### src/rtl/pic_pkg.sv
// pic_pkg: register offsets, command bit positions and FSM states for pic_lite
package pic_pkg;
  localparam logic ADDR_STATUS = 1'b0;
  localparam logic ADDR_MASK = 1'b1;
  localparam int CMD_NSEOI = 7;
  localparam int CMD_SEOI = 6;
  typedef enum logic {IDLE, HOLD} state_t;
endpackage

### src/rtl/pic_priority.sv
// pic_priority: 8-bit fixed-priority encoder, bit 0 highest, with valid flag
module pic_priority (
  input  logic [7:0] req_i,
  output logic       valid_o,
  output logic [2:0] idx_o
);
  // scan from lowest priority upward so the highest-priority set bit wins
  always_comb begin
    idx_o = 3'd0;
    for (int i = 7; i >= 0; i--) idx_o = req_i[i] ? 3'(i) : idx_o;
  end
  assign valid_o = |req_i;
endmodule

### src/rtl/pic_lite.sv
// pic_lite: 8-line fixed-priority interrupt controller; PIC_AUTO_EOI_EN enables the AEOI mode bit
module pic_lite
  import pic_pkg::*;
#(
  parameter logic [7:0] VECTOR_BASE = 8'h08
) (
  input  logic        clk,
  input  logic        reset,
  input  logic        cs,
  input  logic        wr_en,
  input  logic        addr,
  input  logic [1:0]  bytesel,
  input  logic [15:0] data_in,
  output logic [15:0] data_out,
  output logic        ack,
  input  logic [7:0]  irq_lines,
  output logic        intr,
  input  logic        inta,
  output logic [7:0]  irq
);
  logic [7:0] irr_q, irr_d, isr_q, isr_d, imr_q, edge_q, irq_q, win, eoi_clr;
  logic [15:0] data_out_q;
  logic ack_q, busy_q, inta_q, intr_q, aeoi, pv, sv, access, take, cmd_wr, unused_bits;
  logic [2:0] pidx, sidx;
  state_t state_q;
  pic_priority u_pend (.req_i(irr_q & ~imr_q), .valid_o(pv), .idx_o(pidx));
  pic_priority u_serv (.req_i(isr_q), .valid_o(sv), .idx_o(sidx));
  assign access = cs & ~busy_q;
  assign cmd_wr = access & wr_en & (addr == ADDR_STATUS) & bytesel[0];
  assign take = (state_q == IDLE) & inta & ~inta_q;
  assign win = (take & pv) ? 8'h01 << pidx : 8'h00;
  assign eoi_clr = ~cmd_wr ? 8'h00 :
                   data_in[CMD_NSEOI] ? (sv ? 8'h01 << sidx : 8'h00) :
                   data_in[CMD_SEOI] ? 8'h01 << data_in[2:0] : 8'h00;
  assign irr_d = (irr_q & ~win) | (irq_lines & ~edge_q);
  assign isr_d = (isr_q & ~eoi_clr) | (aeoi ? 8'h00 : win);
  assign unused_bits = ^{data_in[15:8], bytesel[1]};
`ifdef PIC_AUTO_EOI_EN
  logic aeoi_q;
  // auto-EOI mode bit lives in byte lane 1 of the mask register
  always_ff @(posedge clk)
    aeoi_q <= reset ? 1'b0 : (access & wr_en & (addr == ADDR_MASK) & bytesel[1]) ? data_in[8] : aeoi_q;
  assign aeoi = aeoi_q;
`else
  assign aeoi = 1'b0;
`endif
  // port bus: one ack per cs assertion, read data only in the ack cycle
  always_ff @(posedge clk) begin
    if (reset) begin
      busy_q <= 1'b0;
      ack_q <= 1'b0;
      data_out_q <= '0;
      imr_q <= 8'hFF;
    end else begin
      busy_q <= cs;
      ack_q <= access;
      data_out_q <= (access & ~wr_en) ? (addr == ADDR_MASK ? {7'b0, aeoi, imr_q} : {isr_q, irr_q}) : 16'h0000;
      imr_q <= (access & wr_en & (addr == ADDR_MASK) & bytesel[0]) ? data_in[7:0] : imr_q;
    end
  end
  // request/service registers and the acknowledge FSM
  always_ff @(posedge clk) begin
    inta_q <= inta;
    if (reset) begin
      irr_q <= '0;
      isr_q <= '0;
      edge_q <= irq_lines;
      irq_q <= '0;
      intr_q <= 1'b0;
      state_q <= IDLE;
    end else begin
      irr_q <= irr_d;
      isr_q <= isr_d;
      edge_q <= irq_lines;
      intr_q <= pv & (~sv | (pidx < sidx));
      irq_q <= take ? VECTOR_BASE + (pv ? {5'b0, pidx} : 8'd7) : irq_q;
      state_q <= take ? HOLD : (state_q == HOLD & ~inta) ? IDLE : state_q;
    end
  end
  assign data_out = data_out_q;
  assign ack = ack_q;
  assign intr = intr_q;
  assign irq = irq_q;
endmodule

### config.mk
export PLATFORM = sky130hd
export DESIGN_NAME = pic_lite
export DESIGN_NICKNAME = d
export VERILOG_FILES = /design/src/rtl/pic_pkg.sv /design/src/rtl/pic_priority.sv /design/src/rtl/pic_lite.sv
export SDC_FILE = /design/constraint.sdc
export NUM_CORES = 1
export LEC_CHECK = 0
export ABC_AREA = 0
export CORE_MARGIN = 2
export CORE_UTILIZATION = 34
export DETAILED_ROUTE_END_ITERATION = 10
export GPL_TIMING_DRIVEN = 0
export PLACE_DENSITY = 0.71
export SETUP_SLACK_MARGIN = 0.05
export SYNTH_ARGS = -nofsm -noshare
export SYNTH_HDL_FRONTEND = slang
export SYNTH_SLANG_ARGS = --single-unit
### constraint.sdc
create_clock -name clk -period 1.7 [get_ports clk]
set_input_delay 0.255 -clock clk [delete_from_list [all_inputs] [get_ports clk]]
set_output_delay 0.255 -clock clk [all_outputs]
set_load 0.03 [all_outputs]
==> results.cfg <==
[grt]
grt-ovfl-total = 0
gr-usage-all-layers = 0.1569
grt_first_pass_wirelength_um = 9156
grt_pass1_vias = 1969
antenna_found_initial = 0
grt_start_max_net_pins = 11

[sta]
drv_slew = 0
layout_setup_ws_ps = -138.7
clock_skew_ps = 13.03
rsz0062_at_grt = yes
relSlewSlack = 0.6447
hold_viol_final = 0
finalCriticalPeriod_ps = 1839
min_period_over_period = 1.082
worstMarginPinSlew_ps = 533.0
max_freq_ghz = 0.5439
setup-tns-final_ps = -138.7
setup_violations = 1

[clocking]
cts-htree-levels = 3
numCtsBuffers = 9
cts.sinks = 57
ctsHoldBuffers = 0
cts_tree = yes
clk_pin_slew_ps = 60
clk_path_buf_depth = 2
root_buffer = clkbuf_8
clk_latency_ps = 340

[placement]
port_buffers = 43
dp_hpwl_um = 4104
dpl_worst_slack_ps = -498.4
gp_congestion = 0.8482

[critical_path]
crit_fanout = 3
path_cells = nor2b_1 > or2b_4 > nor2_2 > nor2_1 > ha_1 > a211oi_2 > o211ai_1 > a311oi_2
cp_num_buf_inv = 0
end_kind = register
start_kind = register
required_ps = 1940
cp_top_family = simple AND/OR/NAND/NOR gates
critPathKind = reg2reg
rrSetupSlack_ps = -140
max_stage_delay_ps = 330
arrival_ps = 2080
critical_path.slowest_cell = dfxtp_2

[logic_synthesis]
synthMuxAreaShare = 0.03412
ys_async_sr_fraction = 0
avgSynthCellArea_um2 = 9.278
synth_area_um2 = 2347
yosys.area_share.adder = 0.01066
yosysUniqueCellTypes = 49
yosysWarnings = 0
synth-seq-area-share = 0.4861
syn-instance-count = 253
synthXorXnorAreaFrac = 0
synth_edf_count = 0
synth_seq_cells = 57
synth_top_family_by_area = simple AND/OR/NAND/NOR gates
synthFlopType = dfxtp_1
synth_simple_gate_area_frac = 0.2543
synth_compound_area_frac = 0.1732

[drt]
vias_per_cell = 5.116
drt_wl_total_um = 5508
drtPass1Iterations = 4
drtAntennaViolNets = 0
num_vias = 2036
avgRoutedWirePerCell_um = 13.84
drc = 0
initialDrtViolationCount = 130

[final_layout]
drive_gt1_frac = 0.2107
antenna_cells = 0
mostFrequentLayoutCells = dfxtp_1, clkdlybuf4s50_1, nor2_1
syn_to_final_growth_pct = 38.86
nets = 348
utilization = 0.4851
fillerInstances = 632
final_common_cell = dfxtp_1

[run_status]
violations = negative setup slack
status = complete, but fails checks

[floorplanning]
num_rows = 30
die-area_um2 = 7585
coreArea_um2 = 6719
start_util = 0.3493
die_y_um = 87.09
io-pin-count = 58
dieWidth_um = 87.09

[flow_run]
maxCapViolCount = 0

[power_and_ir_drop]
power.density_nw_per_um2 = 910.3
leakage_uw = 0.001334
vdd_drop_max_v = 0.0004659

[min_path]
min_path_type = in2reg
## what timing repair did
action	CTS	global route
setup buffers	3	3
setup endpoints to repair	18	14
pin swaps	5	3
resized for setup	15	17
## logic make-up after synthesis
| logic type | after synthesis |
|---|---|
| and+or+nand+nor | 105 |
| other | 1 |
| buffers and inverters | 20 |
| AOI/OAI and AO/OA | 60 |
| DFF | 57 |
| adders and majority gates | 2 |
| muxes | 8 |
## metrics by stage
step                instance area (um^2)  hold slack (ps)  power, uW  instances
floorplan                           2411            282.7       1612        256
global route                        3259            385.8       3104        398
detailed placement                  2942            428.6       1739        379
finish                              3259            380.8       2967        398
global placement                    2942            418.1       1733        379
CTS                                 3196            375.3       2993        395
## worst paths after layout
check / startpoint / endpoint / depth (start not counted)
worst max-delay path: irr_q[6]$_SDFF_PP0_ / intr$_SDFF_PP0_ / 8
worst min-delay path: irq_lines[1] / edge_q[1]$_DFF_P_ / 1
worst max register to register: irr_q[6]$_SDFF_PP0_ / intr$_SDFF_PP0_ / 8
worst min register to register: busy_q$_SDFF_PP0_ / ack$_SDFF_PP0_ / 1
## power breakdown
part           switching (uW)  internal (uW)
Clock                     493            743
Sequential               31.5           1390
Combinational             160            152
## cell usage after synthesis (2+ instances only)
cell type	number	area share
a211o_1	7	0.026
a211oi_1	2	0.0064
a21oi_1	20	0.043
and2_1	6	0.016
and2b_2	2	0.0075
and3_1	7	0.019
buf_4	5	0.016
clkbuf_1	7	0.011
dfxtp_1	57	0.49
ha_1	2	0.011
inv_1	7	0.011
mux2i_1	8	0.034
nand2_1	12	0.019
nand2b_1	14	0.037
nand3_1	3	0.0064
nor2_1	26	0.042
nor2b_1	3	0.0080
nor3_1	10	0.021
nor3b_1	2	0.0064
o211ai_1	2	0.0064
o21ai_0	11	0.023
o31a_1	2	0.0075
o31ai_1	5	0.016
or2b_1	2	0.0064
or2b_2	4	0.015
or3_1	4	0.011
## layout make-up
cell class,count,area [um^2],area share
multi-input combinational,179,1236,0.3793
sequential,57,1155,0.3543
timing repair buffer,49,485.5,0.1489
clock buffer,12,155.1,0.04760
tap,80,100.1,0.03071
buffer,11,61.31,0.01881
clock inverter,3,40.04,0.01228
inverter,7,26.28,0.008061
## routing by layer
metal	wire (um)	up-vias	GRT usage
met5	0	-	0
li1	-	1014	-
met1	2483	938	0.1989
met2	2476	78	0.2422
met3	460	6	0.04645
met4	87	0	0.07832
## registers in the layout, indices dropped and copies added (netlist names)
register,cells
irq,4
isr_q,8
intr,1
inta_q,1
imr_q,8
data_out,16
edge_q,8
ack,1
busy_q,1
irr_q,8
state_q,1
Power figures use the tool's default switching activity.
